==> src/rtl/watch_pkg.sv <==
`default_nettype none
// ============================================================================
// Module   : watch_pkg
// Brief    : Shared codes for the watch time-adjust scheduler.
// Revision : 1.0 - initial release
// ============================================================================
package watch_pkg;

    localparam logic [2:0] UNIT_NONE = 3'd0;
    localparam logic [2:0] UNIT_SEC  = 3'd1;
    localparam logic [2:0] UNIT_MIN  = 3'd2;
    localparam logic [2:0] UNIT_HOUR = 3'd3;
    localparam logic [2:0] UNIT_CLR  = 3'd4;

    localparam logic [7:0] CMD_SEC  = 8'h73;
    localparam logic [7:0] CMD_MIN  = 8'h6D;
    localparam logic [7:0] CMD_HOUR = 8'h68;
    localparam logic [7:0] CMD_CLR  = 8'h63;

    localparam logic [1:0] ST_IDLE  = 2'd0;
    localparam logic [1:0] ST_ISSUE = 2'd1;
    localparam logic [1:0] ST_GAP   = 2'd2;

    localparam logic SRC_BTN  = 1'b0;
    localparam logic SRC_UART = 1'b1;

endpackage
`default_nettype wire

==> src/rtl/watch_cmd_decode.sv <==
`default_nettype none
// ============================================================================
// Module   : watch_cmd_decode
// Brief    : Maps a UART command byte to a unit code; flags unknown bytes.
// Revision : 1.0 - initial release
// ============================================================================
module watch_cmd_decode
    import watch_pkg::*;
(
    input  logic [7:0] i_data,
    output logic [2:0] o_unit,
    output logic       o_invalid
);

    always_comb begin
        o_unit    = UNIT_NONE;
        o_invalid = 1'b0;
        case (i_data)
            CMD_SEC:  o_unit = UNIT_SEC;
            CMD_MIN:  o_unit = UNIT_MIN;
            CMD_HOUR: o_unit = UNIT_HOUR;
            CMD_CLR:  o_unit = UNIT_CLR;
            default:  o_invalid = 1'b1;
        endcase
    end

endmodule
`default_nettype wire

==> src/rtl/watch_adj_sched.sv <==
`default_nettype none
// ============================================================================
// Module   : watch_adj_sched
// Brief    : Arbitrates button/UART adjust requests into spaced one-cycle pulses.
// Revision : 1.0 - initial release
// ============================================================================
module watch_adj_sched
    import watch_pkg::*;
#(
    parameter int unsigned GAP_CYC = 3
) (
    input  logic       clk,
    input  logic       rst,
    input  logic       i_set_mode,
    input  logic       i_btn_sec,
    input  logic       i_btn_min,
    input  logic       i_btn_hour,
    input  logic       i_cmd_valid,
    input  logic [7:0] i_cmd_data,
    output logic       o_cmd_ready,
    output logic       o_run_sec,
    output logic       o_run_min,
    output logic       o_run_hour,
    output logic       o_clear,
    output logic       o_cmd_err,
    output logic       o_busy
);

    localparam logic [7:0] C_GAP_LOAD = 8'(GAP_CYC);

    logic [1:0] r_state, w_state_nxt;
    logic [2:0] r_unit, w_unit_nxt;
    logic [7:0] r_gap_cnt, w_gap_nxt;
    logic [2:0] r_pend, w_pend_nxt;          // {hour, min, sec}
    logic       r_cmd_full, w_cmd_full_nxt;
    logic [2:0] r_cmd_unit, w_cmd_unit_nxt;
    logic       r_rr_ptr, w_rr_nxt;          // source preferred on contention
    logic       r_cmd_ready, w_cmd_ready_nxt;
    logic       r_run_sec, r_run_min, r_run_hour, r_clear, r_busy;
    logic       r_cmd_err, w_cmd_err_nxt;

    logic [2:0] w_dec_unit;
    logic       w_dec_invalid;
    logic [2:0] w_btn_unit;
    logic [2:0] w_btn_mask;
    logic       w_btn_has;
    logic       w_grant_uart;
    logic       w_grant_btn;
    logic       w_cmd_acc;

    watch_cmd_decode u_decode (
        .i_data    (i_cmd_data),
        .o_unit    (w_dec_unit),
        .o_invalid (w_dec_invalid)
    );

    always_comb begin
        w_btn_unit = UNIT_NONE;
        w_btn_mask = 3'b000;
        if (r_pend[2]) begin
            w_btn_unit = UNIT_HOUR;
            w_btn_mask = 3'b100;
        end else if (r_pend[1]) begin
            w_btn_unit = UNIT_MIN;
            w_btn_mask = 3'b010;
        end else if (r_pend[0]) begin
            w_btn_unit = UNIT_SEC;
            w_btn_mask = 3'b001;
        end
    end

    assign w_btn_has    = |r_pend;
    assign w_grant_uart = r_cmd_full && (!w_btn_has || (r_rr_ptr == SRC_UART));
    assign w_grant_btn  = w_btn_has && !w_grant_uart;
    assign w_cmd_acc    = i_cmd_valid && r_cmd_ready;

    always_comb begin
        w_state_nxt    = r_state;
        w_unit_nxt     = r_unit;
        w_gap_nxt      = r_gap_cnt;
        w_pend_nxt     = r_pend;
        w_cmd_full_nxt = r_cmd_full;
        w_cmd_unit_nxt = r_cmd_unit;
        w_rr_nxt       = r_rr_ptr;
        w_cmd_err_nxt  = 1'b0;

        case (r_state)
            ST_IDLE: begin
                if (w_grant_btn) begin
                    w_unit_nxt  = w_btn_unit;
                    w_pend_nxt  = r_pend & ~w_btn_mask;
                    w_rr_nxt    = SRC_UART;
                    w_state_nxt = ST_ISSUE;
                end else if (w_grant_uart) begin
                    w_unit_nxt     = r_cmd_unit;
                    w_cmd_full_nxt = 1'b0;
                    w_rr_nxt       = SRC_BTN;
                    w_state_nxt    = ST_ISSUE;
                end
            end
            ST_ISSUE: begin
                if (GAP_CYC == 0) begin
                    w_state_nxt = ST_IDLE;
                end else begin
                    w_state_nxt = ST_GAP;
                    w_gap_nxt   = C_GAP_LOAD;
                end
            end
            ST_GAP: begin
                if (r_gap_cnt == 8'd1) begin
                    w_state_nxt = ST_IDLE;
                end else begin
                    w_gap_nxt = r_gap_cnt - 8'd1;
                end
            end
            default: w_state_nxt = ST_IDLE;
        endcase

        // Presses are OR-ed in after the grant clear so a same-cycle press survives.
        if (i_set_mode) begin
            w_pend_nxt = w_pend_nxt | {i_btn_hour, i_btn_min, i_btn_sec};
        end else begin
            w_pend_nxt = 3'b000;
        end

        if (w_cmd_acc && i_set_mode) begin
            if (w_dec_invalid) begin
                w_cmd_err_nxt = 1'b1;
            end else begin
                w_cmd_full_nxt = 1'b1;
                w_cmd_unit_nxt = w_dec_unit;
            end
        end

        w_cmd_ready_nxt = !w_cmd_full_nxt;
    end

    always_ff @(posedge clk) begin
        if (rst) begin
            r_state     <= ST_IDLE;
            r_unit      <= UNIT_NONE;
            r_gap_cnt   <= 8'd0;
            r_pend      <= 3'b000;
            r_cmd_full  <= 1'b0;
            r_cmd_unit  <= UNIT_NONE;
            r_rr_ptr    <= SRC_BTN;
            r_cmd_ready <= 1'b0;
            r_run_sec   <= 1'b0;
            r_run_min   <= 1'b0;
            r_run_hour  <= 1'b0;
            r_clear     <= 1'b0;
            r_cmd_err   <= 1'b0;
            r_busy      <= 1'b0;
        end else begin
            r_state     <= w_state_nxt;
            r_unit      <= w_unit_nxt;
            r_gap_cnt   <= w_gap_nxt;
            r_pend      <= w_pend_nxt;
            r_cmd_full  <= w_cmd_full_nxt;
            r_cmd_unit  <= w_cmd_unit_nxt;
            r_rr_ptr    <= w_rr_nxt;
            r_cmd_ready <= w_cmd_ready_nxt;
            // Pulses are registered off the ISSUE state, so they trail it by one cycle.
            r_run_sec   <= (r_state == ST_ISSUE) && (r_unit == UNIT_SEC);
            r_run_min   <= (r_state == ST_ISSUE) && (r_unit == UNIT_MIN);
            r_run_hour  <= (r_state == ST_ISSUE) && (r_unit == UNIT_HOUR);
            r_clear     <= (r_state == ST_ISSUE) && (r_unit == UNIT_CLR);
            r_cmd_err   <= w_cmd_err_nxt;
            r_busy      <= (r_state != ST_IDLE);
        end
    end

    assign o_cmd_ready = r_cmd_ready;
    assign o_run_sec   = r_run_sec;
    assign o_run_min   = r_run_min;
    assign o_run_hour  = r_run_hour;
    assign o_clear     = r_clear;
    assign o_cmd_err   = r_cmd_err;
    assign o_busy      = r_busy;

endmodule
`default_nettype wire

==> config.mk <==
export PLATFORM = sky130hd
export DESIGN_NAME = watch_adj_sched
export DESIGN_NICKNAME = d
export VERILOG_FILES = /design/src/rtl/watch_pkg.sv /design/src/rtl/watch_cmd_decode.sv /design/src/rtl/watch_adj_sched.sv
export SDC_FILE = /design/constraint.sdc
export NUM_CORES = 1
export LEC_CHECK = 0
export BUFFER_PORTS_ARGS = -buffer_cell sky130_fd_sc_hd__buf_2
export CORE_MARGIN = 2
export CORE_UTILIZATION = 48
export DETAILED_ROUTE_END_ITERATION = 6
export GPL_ROUTABILITY_DRIVEN = 0
export PLACE_DENSITY = 0.71
export SETUP_SLACK_MARGIN = 0.2
export SLEW_MARGIN = 20
export SYNTH_ARGS = -nofsm -noshare
export SYNTH_HDL_FRONTEND = slang
export SYNTH_SLANG_ARGS = --single-unit
==> constraint.sdc <==
create_clock -name clk -period 1.7 [get_ports clk]
set_input_delay 0.51 -clock clk [delete_from_list [all_inputs] [get_ports clk]]
set_output_delay 0.51 -clock clk [all_outputs]
set_load 0.02 [all_outputs]
==> metrics.txt <==
Site Rows 18; buffers added on ports 21; violated checks negative setup slack; antenna violation net count after detailed routing 0; critical path data arrival time 2.02 ns; Rel. slew slack 73.5%; worst endpoint required time 2.00 ns; die width 55.4 µm; power density of the placed cells 1010 nW/µm²; run status complete, but fails checks; largest net degree at the start of global routing 18; worst hold path cell count 3; number of vias per cell between 5 and 6; total congestion overflow 0; average instance area after synthesis ~9.0 µm²; antenna violations before repair 0; via count of the first global-routing pass 1058; cell type with the highest aggregate area in the netlist sky130_fd_sc_hd__dfxtp_1; clock edge transition at the registers on the reported setup and hold paths 0.15 ns; post-layout instance area 1600 µm²; series of cell instances along the critical path inv_1, ha_2, nor4bb_4, a21o_2, or4b_4, nand2_1; H-tree level count 1; highest metal layer used by the detailed router met4; element type at the critical path end register; setup slack of the critical path after layout -0.0190 ns; first-pass GRT wire length 4350 µm; routed length on met3 126 µm; flip-flop and latch count after synthesis 28; synthesized instance count 140; total routing resource utilization after global routing 17.3%; clock tree from TritonCTS done; Antenna diodes 0; VDD IR-drop max about 0.00053 V; net count after synthesis 157; number of top-level pins 22; Clock Root Buffer sky130_fd_sc_hd__clkbuf_4; Residual DRC 0; # hold bufs at CTS 0; path depth of the worst reg2reg path 6; worst slew pin tran 0.397 ns; cells taking the most area after synthesis sky130_fd_sc_hd__dfxtp_1 44%, sky130_fd_sc_hd__nor2_1 5.3%, sky130_fd_sc_hd__a211oi_1 3.6%; top cells by instance count after synthesis 28 x sky130_fd_sc_hd__dfxtp_1, 18 x sky130_fd_sc_hd__nor2_1, 12 x sky130_fd_sc_hd__nand2_1, 6 x sky130_fd_sc_hd__a211oi_1; share of the synthesized area in the top cell type 44.3%; most frequent cell after synthesis sky130_fd_sc_hd__dfxtp_1; sequential element share of the synthesized area 44.3%; number of sinks on the clock net 28; maximum fanout along the worst path 5; sort of element at the start of the critical path register; WL final 2760 µm; total negative setup slack -0.0191 ns; die area 3060 µm²; Max Freq 582 MHz; Post-synth top flop sky130_fd_sc_hd__dfxtp_1; Post-Syn Area 1270 µm²; Final Hold Fails 0; share of post-route cells with drive strength above 1 30.1%; clock buffer count from CTS 3; count of endpoints failing setup in the final report 2; share of synthesized flip-flops with an asynchronous set or reset 0%; count of unique library cells instantiated by Yosys between 40 and 50; Final Power 1610 µW; slack of the worst reg-to-reg path -0.02 ns; number of inserted filler cells in the final layout 200; yosys warns 0; total met2 wirelength after detailed routing 1330 µm; initial core utilization 50.7%; Static Leakage 0.000692 µW; placed wire-length estimate after detailed placement roughly 1900 µm; area delta synth->final 26.4%; worst clock skew on the final layout 0.00162 ns; # nets final 191; Core Region 2500 µm²; First DRT Iteration DRCs 28; maximum single-stage delay on the critical path 0.50 ns; minimum clock period after layout 1.72 ns; Clk Latency, worst-skew pair 0.34 ns; post-route met1 wirelength 1220 µm; detailed-router iteration count before antenna repair 4; type of the worst min-delay path in -> reg; Post-synth EDFFs 0; Max-cap violations 0; DR vias approximately 1.2k; Period Utilization, post-route 101%; height of the chip 55.4 µm; detailed-route wire length per cell 13.6 µm; master of the slowest instance on the critical path sky130_fd_sc_hd__or4b_4; Clock Path Buffers 2; Crit Path Class reg -> reg; unrepaired setup endpoints after global routing true; DP Area 1460 µm²; Worst Setup Slack post-DPL 0.00392 ns; count of final max-slew check failures 0
==> report_power, final <==
group,switching [µW],total (µW),internal (µW)
clock,206,445,239
combinational,194,399,205
sequential,61.4,767,706
==> worst max-delay path: cells and delay by family, from the launching register on <==
kind | cells | cell delay [ns]
AND/OR/NAND/NOR | 3 | 0.76
adder cells (fa/ha/maj) | 1 | 0.21
AO/OA/AOI/OAI | 1 | 0.25
buffers and inverters | 1 | 0.08
flip-flops | 1 | 0.37
==> worst paths after layout <==
kind	from	end
worst max register to register	r_gap_cnt[1]	r_gap_cnt[5]
worst min-delay path	i_btn_sec	r_pend[0]
worst min register to register	o_cmd_ready	o_cmd_err
worst max-delay path	r_gap_cnt[1]	r_gap_cnt[5]
==> kinds of logic after synthesis <==
logic type | count (synthesis) | share of synthesized area (%)
fa+ha+maj | 2 | 1.98
compound gates | 28 | 16.9
mux | 4 | 3.16
xor+xnor | 3 | 2.08
simple gates | 68 | 29.5
buf+inv | 7 | 2.07
flops | 28 | 44.3
==> layout by cell type (no fill, tap or decap), types with 3 or more instances in the layout <==
| master | netlist | routed |
|---|---|---|
| sky130_fd_sc_hd__a211oi_1 | 6 | 4 |
| sky130_fd_sc_hd__a21oi_1 | 5 | 5 |
| sky130_fd_sc_hd__a22oi_1 | 3 | 3 |
| sky130_fd_sc_hd__and2_1 | 3 | 3 |
| sky130_fd_sc_hd__buf_2 | 0 | 21 |
| sky130_fd_sc_hd__buf_4 | 0 | 10 |
| sky130_fd_sc_hd__clkbuf_4 | 0 | 3 |
| sky130_fd_sc_hd__dfxtp_1 | 28 | 26 |
| sky130_fd_sc_hd__inv_1 | 5 | 5 |
| sky130_fd_sc_hd__mux2i_1 | 4 | 4 |
| sky130_fd_sc_hd__nand2_1 | 12 | 12 |
| sky130_fd_sc_hd__nand2b_1 | 3 | 3 |
| sky130_fd_sc_hd__nand3_1 | 5 | 5 |
| sky130_fd_sc_hd__nor2_1 | 18 | 17 |
| sky130_fd_sc_hd__nor2b_1 | 3 | 3 |
| sky130_fd_sc_hd__nor3_1 | 5 | 4 |
==> cell type report <==
cell class,count,area [µm²],share of cell area (%)
timing repair buffer,31,180,11.3
clock buffer,3,22.5,1.41
inverter,5,18.8,1.17
multi-input combinational,105,748,46.8
sequential,28,563,35.2
tap,30,37.5,2.35
clock inverter,1,30.0,1.88
==> metal layers <==
metal | vias up | track usage (%)
met1 | 550 | 20.2
li1 | 568 | -
met2 | 39 | 30.3
met3 | 8 | 3.51
met4 | 0 | 7.32
met5 | - | 0
==> repair_timing <==
item | 4_1_cts | 5_1_grt
resized for setup | 3 | 10
buffers inserted | 1 | 2
endpoints found under the setup margin | 5 | 9
pin swaps | 0 | 7
==> stage by stage <==
step	instances	util, %	hold WS (ns)
floorplan	140	-	0.430
global placement	196	58.2	0.452
detailed placement	196	58.2	0.448
CTS	201	61.5	0.371
global route	203	64.0	0.384
finish	203	64.0	0.373
==> state kept, by name, indices dropped and copies added, names as in the netlist <==
signal	flops
r_rr_ptr	1
r_unit	3
o_run_hour	1
o_run_sec	1
o_busy	1
r_pend	3
r_cmd_unit	3
r_gap_cnt	8
r_state	2
o_cmd_ready	1
r_cmd_full	1
o_clear	1
o_cmd_err	1
o_run_min	1
No activity file was read; power rests on OpenSTA's default activity.
